### src/rtl/la_pkg.sv
// Shared encodings for the logic-analyser capture core: FSM states, trigger
// modes and the channel-count legality check.
package la_pkg;

  typedef enum logic [1:0] {
    LA_IDLE    = 2'd0,
    LA_ARMED   = 2'd1,
    LA_CAPTURE = 2'd2,
    LA_DONE    = 2'd3
  } la_state_e;

  localparam logic [1:0] TRIG_IMM  = 2'd0;
  localparam logic [1:0] TRIG_CHG  = 2'd1;
  localparam logic [1:0] TRIG_PAT  = 2'd2;
  localparam logic [1:0] TRIG_EDGE = 2'd3;

  function automatic bit ch_num_legal(input int n);
    return (n == 1) || (n == 2) || (n == 4) || (n == 8);
  endfunction

endpackage

### src/rtl/la_sample_packer.sv
// Per-channel shift registers that pack SPB samples of every channel into one
// byte; byte_o/byte_vld_o present the completed byte in the completing tick.
module la_sample_packer #(
  parameter int CH_NUM = 2
) (
  input  logic              clk,
  input  logic              rst,
  input  logic              tick_i,
  input  logic              flush_i,
  input  logic [CH_NUM-1:0] din_s_i,
  output logic [7:0]        byte_o,
  output logic              byte_vld_o
);
  localparam int SPB = 8 / CH_NUM;

  logic [7:0] sr_q, sr_d;
  logic [2:0] cnt_q;

  // Channel c owns bits [c*SPB +: SPB]; the newest sample enters at the lane LSB.
  always_comb begin
    sr_d = '0;
    for (int c = 0; c < CH_NUM; c++) begin
      sr_d[c*SPB] = din_s_i[c];
      for (int b = 1; b < SPB; b++) begin
        sr_d[c*SPB+b] = sr_q[c*SPB+b-1];
      end
    end
  end

  assign byte_o     = sr_d;
  assign byte_vld_o = tick_i && (cnt_q == 3'(SPB - 1));

  always_ff @(posedge clk) begin
    if (rst || flush_i) begin
      sr_q  <= '0;
      cnt_q <= '0;
    end else if (tick_i) begin
      sr_q  <= sr_d;
      cnt_q <= byte_vld_o ? 3'd0 : cnt_q + 3'd1;
    end
  end

endmodule

### src/rtl/la_capture_core.sv
// Logic-analyser front end: synchronises the pins, waits for a masked trigger,
// samples on a divider tick and streams packed bytes to the capture FIFO.
module la_capture_core
  import la_pkg::*;
#(
  parameter int CH_NUM = 2,
  parameter int DIV_W  = 13,
  parameter int CNT_W  = 16
) (
  input  logic              clk,
  input  logic              rst,
  input  logic [CH_NUM-1:0] din,
  input  logic              cfg_valid,
  input  logic [DIV_W-1:0]  cfg_div,
  input  logic [1:0]        cfg_trig_mode,
  input  logic [CH_NUM-1:0] cfg_trig_mask,
  input  logic [CH_NUM-1:0] cfg_trig_val,
  input  logic [CNT_W-1:0]  cfg_len,
  input  logic              cfg_stall_en,
  input  logic              arm,
  input  logic              abort,
  output logic [7:0]        fifo_wdata,
  output logic              fifo_wen,
  input  logic              fifo_full,
  input  logic              fifo_alfull,
  output logic [1:0]        state,
  output logic              done,
  output logic              overflow,
  output logic [CNT_W-1:0]  drop_cnt
);
  if (!ch_num_legal(CH_NUM)) begin : g_bad_ch_num
    $error("la_capture_core: CH_NUM must be 1, 2, 4 or 8");
  end

  la_state_e         state_q;
  logic [CH_NUM-1:0] din_m_q, din_s_q, din_p_q;
  logic [DIV_W-1:0]  cfg_div_q, div_cnt_q;
  logic [1:0]        cfg_mode_q;
  logic [CH_NUM-1:0] cfg_mask_q, cfg_val_q;
  logic [CNT_W-1:0]  cfg_len_q, byte_cnt_q, drop_cnt_q, drop_cnt_d;
  logic              cfg_stall_q;
  logic [7:0]        fifo_wdata_q;
  logic              fifo_wen_q, done_q, overflow_q;
  logic              trig_hit, freeze, tick, flush, byte_last, can_start;
  logic [7:0]        pk_byte;
  logic              pk_vld;

  always_comb begin
    trig_hit = 1'b0;
    case (cfg_mode_q)
      TRIG_IMM: trig_hit = 1'b1;
      TRIG_CHG: trig_hit = |((din_s_q ^ din_p_q) & cfg_mask_q);
      TRIG_PAT: trig_hit = (cfg_mask_q != '0) && (((din_s_q ^ cfg_val_q) & cfg_mask_q) == '0);
      default:  trig_hit = |(cfg_mask_q & (din_p_q ^ cfg_val_q) & ~(din_s_q ^ cfg_val_q));
    endcase
  end

  assign can_start  = (state_q == LA_IDLE) || (state_q == LA_DONE);
  assign freeze     = (state_q == LA_CAPTURE) && cfg_stall_q && fifo_alfull;
  // The trigger cycle itself is sample 0.
  assign tick       = ((state_q == LA_ARMED) && trig_hit) ||
                      ((state_q == LA_CAPTURE) && !freeze && (div_cnt_q == cfg_div_q));
  assign flush      = abort || can_start;
  assign byte_last  = (cfg_len_q != '0) && ((byte_cnt_q + CNT_W'(1)) == cfg_len_q);
  assign drop_cnt_d = (&drop_cnt_q) ? drop_cnt_q : drop_cnt_q + CNT_W'(1);

  la_sample_packer #(.CH_NUM(CH_NUM)) u_packer (
    .clk       (clk),
    .rst       (rst),
    .tick_i    (tick),
    .flush_i   (flush),
    .din_s_i   (din_s_q),
    .byte_o    (pk_byte),
    .byte_vld_o(pk_vld)
  );

  always_ff @(posedge clk) begin
    if (rst) begin
      state_q      <= LA_IDLE;
      din_m_q      <= '0;
      din_s_q      <= '0;
      din_p_q      <= '0;
      cfg_div_q    <= '0;
      cfg_mode_q   <= '0;
      cfg_mask_q   <= '0;
      cfg_val_q    <= '0;
      cfg_len_q    <= '0;
      cfg_stall_q  <= 1'b0;
      div_cnt_q    <= '0;
      byte_cnt_q   <= '0;
      drop_cnt_q   <= '0;
      fifo_wdata_q <= '0;
      fifo_wen_q   <= 1'b0;
      done_q       <= 1'b0;
      overflow_q   <= 1'b0;
    end else begin
      din_m_q    <= din;
      din_s_q    <= din_m_q;
      din_p_q    <= din_s_q;
      fifo_wen_q <= 1'b0;
      done_q     <= 1'b0;
      if (abort) begin
        state_q <= LA_IDLE;
      end else begin
        if (can_start && cfg_valid) begin
          cfg_div_q   <= cfg_div;
          cfg_mode_q  <= cfg_trig_mode;
          cfg_mask_q  <= cfg_trig_mask;
          cfg_val_q   <= cfg_trig_val;
          cfg_len_q   <= cfg_len;
          cfg_stall_q <= cfg_stall_en;
        end
        case (state_q)
          LA_IDLE, LA_DONE: begin
            if (arm) begin
              state_q    <= LA_ARMED;
              div_cnt_q  <= '0;
              byte_cnt_q <= '0;
              drop_cnt_q <= '0;
              overflow_q <= 1'b0;
            end
          end
          LA_ARMED: begin
            if (trig_hit) begin
              state_q   <= LA_CAPTURE;
              div_cnt_q <= '0;
            end
          end
          default: begin
            if (!freeze) div_cnt_q <= tick ? '0 : div_cnt_q + DIV_W'(1);
          end
        endcase
        // A dropped byte still advances the byte count toward cfg_len.
        if (pk_vld) begin
          fifo_wdata_q <= pk_byte;
          byte_cnt_q   <= byte_cnt_q + CNT_W'(1);
          if (fifo_full) begin
            overflow_q <= 1'b1;
            drop_cnt_q <= drop_cnt_d;
          end else begin
            fifo_wen_q <= 1'b1;
          end
          if (byte_last) begin
            state_q <= LA_DONE;
            done_q  <= 1'b1;
          end
        end
      end
    end
  end

  assign state      = state_q;
  assign fifo_wdata = fifo_wdata_q;
  assign fifo_wen   = fifo_wen_q;
  assign done       = done_q;
  assign overflow   = overflow_q;
  assign drop_cnt   = drop_cnt_q;

endmodule

### config.mk
export PLATFORM = sky130hd
export DESIGN_NAME = la_capture_core
export DESIGN_NICKNAME = d
export VERILOG_FILES = /design/src/rtl/la_pkg.sv /design/src/rtl/la_sample_packer.sv /design/src/rtl/la_capture_core.sv
export SDC_FILE = /design/constraint.sdc
export NUM_CORES = 1
export LEC_CHECK = 0
export ABC_CLOCK_PERIOD_IN_PS = 6600
export BUFFER_PORTS_ARGS = -buffer_cell sky130_fd_sc_hd__buf_2
export CAP_MARGIN = 25
export CELL_PAD_IN_SITES_DETAIL_PLACEMENT = 0
export CELL_PAD_IN_SITES_GLOBAL_PLACEMENT = 1
export CORE_MARGIN = 5
export CORE_UTILIZATION = 46
export DETAILED_ROUTE_END_ITERATION = 8
export PLACE_DENSITY_LB_ADDON = 0.1
export SETUP_SLACK_MARGIN = 0.02
export SYNTH_ARGS = -nofsm -noshare
export SYNTH_HDL_FRONTEND = slang
export SYNTH_SLANG_ARGS = --single-unit
### constraint.sdc
create_clock -name clk -period 6.6 [get_ports clk]
set_input_delay 0.66 -clock clk [delete_from_list [all_inputs] [get_ports clk]]
set_output_delay 0.66 -clock clk [all_outputs]
set_load 0.005 [all_outputs]
==> run_results.csv <==
group,metric,value,unit
synthesis,synth_fa_ha_area_frac,0.01891,
global_routing,grt_max_degree,65,
floorplanning,io_pins,74,
timing,finClkSkew,0.006957,ns
timing,worst_slack,3.821,ns
timing,period_share,0.4211,
clocking,cts_buffer_depth,2,
clocking,postCtsHoldBufs,0,
placed_design,post-place-cells,858,
clocking,cts_buffers,9,
synthesis,ys.warnings.count,0,
timing,finalHoldViolations,0,
finish,drive_gt1_frac,0.1436,
worst_setup_path,critPathLaunchType,"register",
clocking,cts-root-buf,"clkbuf_16",
finish,areaGrowthSynthToFinish,14.28,%
global_routing,grt_remaining_overflow,0,
timing,grt_setup_unrepaired,"no",
synthesis,ys_ff_latch,109,
placed_design,port_buffers,73,
synthesis,synth_xor_area_frac,0.09265,
min_path,hold_path.class,"reg -> reg",
route,vias_per_cell,5.376,
route,first_pass_iters,4,
floorplanning,die-height,117.3,um
route,num_vias,4699,
synthesis,synthCells,670,
power,vdd_drop_max,0.1247,mV
timing,fin_setup_tns,0,ns
synthesis,synth_fp_nets,723,
synthesis,synthFlopType,"dfxtp_1",
worst_setup_path,critPathKind,"reg -> reg",
synthesis,ys_seq_area_frac,0.4122,
synthesis,synth-edff-count,0,
global_routing,grt_pass1_vias,4481,
global_routing,grtUsageTotal,0.1966,
synthesis,muxShareOfSynthArea,0,
floorplanning,die-area,13750,sq um
worst_setup_path,cp_cell_sequence,"xor2_1, a221oi_2, nor3_1, a41o_1, nor2_1, o21ai_0, a22oi_1, o211ai_1",
synthesis,async_flop_share,0,
placed_design,post-place-ws,3.684,ns
power,power_leakage,2.302,nW
run,drv_cap,0,
floorplanning,start_util,0.4656,
global_routing,grt_pass1_wl,21440,um
route,drt_iter0_drc,290,
clocking,postCtsSetupBuffers,0,
worst_setup_path,cp-end-kind,"register",
min_path,holdCritStartpoint,"din_m_q[1]",
timing,min_period,2.779,ns
timing,tightest_slew,0.8202,ns
placed_design,dp_hpwl,9409,um
floorplanning,rows,39,
finish,fin_nets,780,
synthesis,synth.cell_area,5294,sq um
floorplanning,core_region_area,11370,sq um
clocking,clock_latency,0.35,ns
route,ant_nets,0,
worst_setup_path,cpPeakStageDelay,0.67,ns
synthesis,synthSimpleGateAreaFrac,0.2494,
synthesis,synth-compound-area-share,0.1860,
clocking,cts_tree,"built",
global_routing,antenna_found_initial,0,
worst_setup_path,cpMaxStageDelayCell,"nor2_1",
worst_setup_path,crit_start,"din_s_q[1]",
clocking,cts.sinks,109,
clocking,htreeDepth,3,
placed_design,place.gp.congestion,0.8329,
outcome,status,"complete, no violations",
worst_setup_path,worstPathMaxFanout,13,
route,drc,0,
clocking,clk_pin_slew,0.07,ns
floorplanning,fp.dieW,117.3,um
clocking,cts_resized,0,
worst_setup_path,arrival,3.01,ns
timing,setup_viol,0,
route,post_drt_wl_per_cell,14.70,um
timing,max_freq,359.8,MHz
synthesis,synth_top_family_by_area,"simple AND/OR/NAND/NOR gates",
power,power_density,222.7,nW/um^2
worst_setup_path,timing.rr.start,"din_s_q[1]",
finish,layout.cells.non_filler,874,
timing,slew_violations,0,
worst_setup_path,worstPathRequired,6.83,ns
synthesis,ys_types,55,
route,wl,12850,um
power,power,1.347,mW
synthesis,synth_area_per_cell,7.901,sq um
finish,n_antenna_cell,0,
timing,slew_headroom,0.4512,
placed cells by master (no fill, tap or decap), drive strengths merged, types with 3 or more instances in the layout:
| cell | instances |
|---|---|
| o41ai | 3 |
| clkbuf | 11 |
| or3 | 7 |
| a31oi | 5 |
| nand3 | 20 |
| xnor2 | 30 |
| nand4b | 3 |
| dfxtp | 109 |
| nand2 | 140 |
| o211ai | 10 |
| nand4 | 8 |
| and2 | 4 |
| a22oi | 3 |
| buf | 77 |
| nor2b | 14 |
| xor2 | 26 |
| clkinv | 3 |
| ha | 8 |
| a21oi | 67 |
| and3 | 7 |
| o21ai | 49 |
| nor3b | 3 |
| nor4 | 8 |
| nor3 | 20 |
| nor2 | 37 |
| o31ai | 14 |
| inv | 21 |
worst paths after layout:
kind / end / slack (ns) / cells past startpoint
max reg2reg: drop_cnt[6] / 3.82 / 8
min reg2reg: din_s_q[1] / 0.45 / 1
max: drop_cnt[6] / 3.82 / 8
min: din_s_q[1] / 0.45 / 1
cells by family (layout without fill, tap and decap cells):
group	count (synthesis)	count (layout)
AND/OR/NAND/NOR	281	281
AO/OA/AOI/OAI	164	164
flip-flops	109	109
XOR/XNOR	56	56
buffers and inverters	52	113
adder cells (fa/ha/maj)	8	8
registers in the layout (all words and copies together) (netlist names), 2 cells and up:
| signal | cells |
|---|---|
| fifo_wdata | 8 |
| din_p_q | 2 |
| din_m_q | 2 |
| cfg_val_q | 2 |
| din_s_q | 2 |
| byte_cnt_q | 16 |
| div_cnt_q | 13 |
| cfg_div_q | 13 |
| state | 2 |
| cfg_len_q | 16 |
| drop_cnt | 16 |
| u_packer.cnt_q | 3 |
| cfg_mask_q | 2 |
| u_packer.sr_q | 6 |
| cfg_mode_q | 2 |
synth_stat cells (2+ instances only):
library cell,instances,area share
nand2_1,140,0.099
dfxtp_1,109,0.41
a21oi_1,66,0.062
o21ai_0,38,0.036
nor2_1,37,0.026
xnor2_1,30,0.050
xor2_1,26,0.043
inv_1,21,0.015
clkbuf_1,19,0.013
nand3_1,19,0.018
nor3_1,19,0.018
nor2b_1,14,0.017
o31ai_1,14,0.020
o21ai_1,10,0.0095
buf_2,8,0.0076
ha_1,8,0.019
nand4_1,8,0.0095
nor4_1,8,0.0095
o211ai_1,8,0.011
or3_1,7,0.0083
and3_1,6,0.0071
a31oi_1,5,0.0059
and2_1,4,0.0047
a22oi_1,3,0.0043
nand4b_1,3,0.0050
o41ai_1,3,0.0050
a21o_1,2,0.0028
a41oi_1,2,0.0033
and4_1,2,0.0033
buf_1,2,0.0014
nand2b_1,2,0.0024
nand3b_1,2,0.0028
nor3b_1,2,0.0028
o211ai_2,2,0.0047
power breakdown:
part	switching, mW	internal (mW)	total (mW)
logic	0.0671	0.0456	0.113
clock network	0.243	0.302	0.545
registers	0.0165	0.673	0.689
final cells by class:
| cell class | count | area, sq um |
|---|---|---|
| clock buffer | 11 | 242.7 |
| clock inverter | 4 | 48.80 |
| fill | 1151 | 5320 |
| inverter | 21 | 78.83 |
| multi-input combinational | 509 | 2895 |
| sequential | 109 | 2182 |
| tap | 143 | 178.9 |
| timing repair buffer | 77 | 422.9 |
layer usage:
layer	up-vias	track usage	part of all wire
met2	81	0.3281	0.49
met4	0	0.07569	0.017
met5	-	0	0
met1	2175	0.2506	0.46
met3	16	0.03805	0.039
li1	2427	-	-
through the flow:
stage | utilization | hold slack [ns] | instance area (sq um)
global route | 0.5321 | 0.4676 | 6050
floorplan | - | 0.4138 | 5294
detailed placement | 0.5051 | 0.4423 | 5743
CTS | 0.5308 | 0.4563 | 6035
finish | 0.5321 | 0.4499 | 6050
global placement | 0.5027 | 0.4292 | 5715
worst max-delay path, delay by kind of cell (launching register included):
kind / cells / cell delay (ns)
DFF: 1 / 0.47
AOI/OAI and AO/OA: 5 / 1.30
and+or+nand+nor: 2 / 0.76
xor gates and xnor gates: 1 / 0.12
No activity file was read; power rests on OpenSTA's default activity.
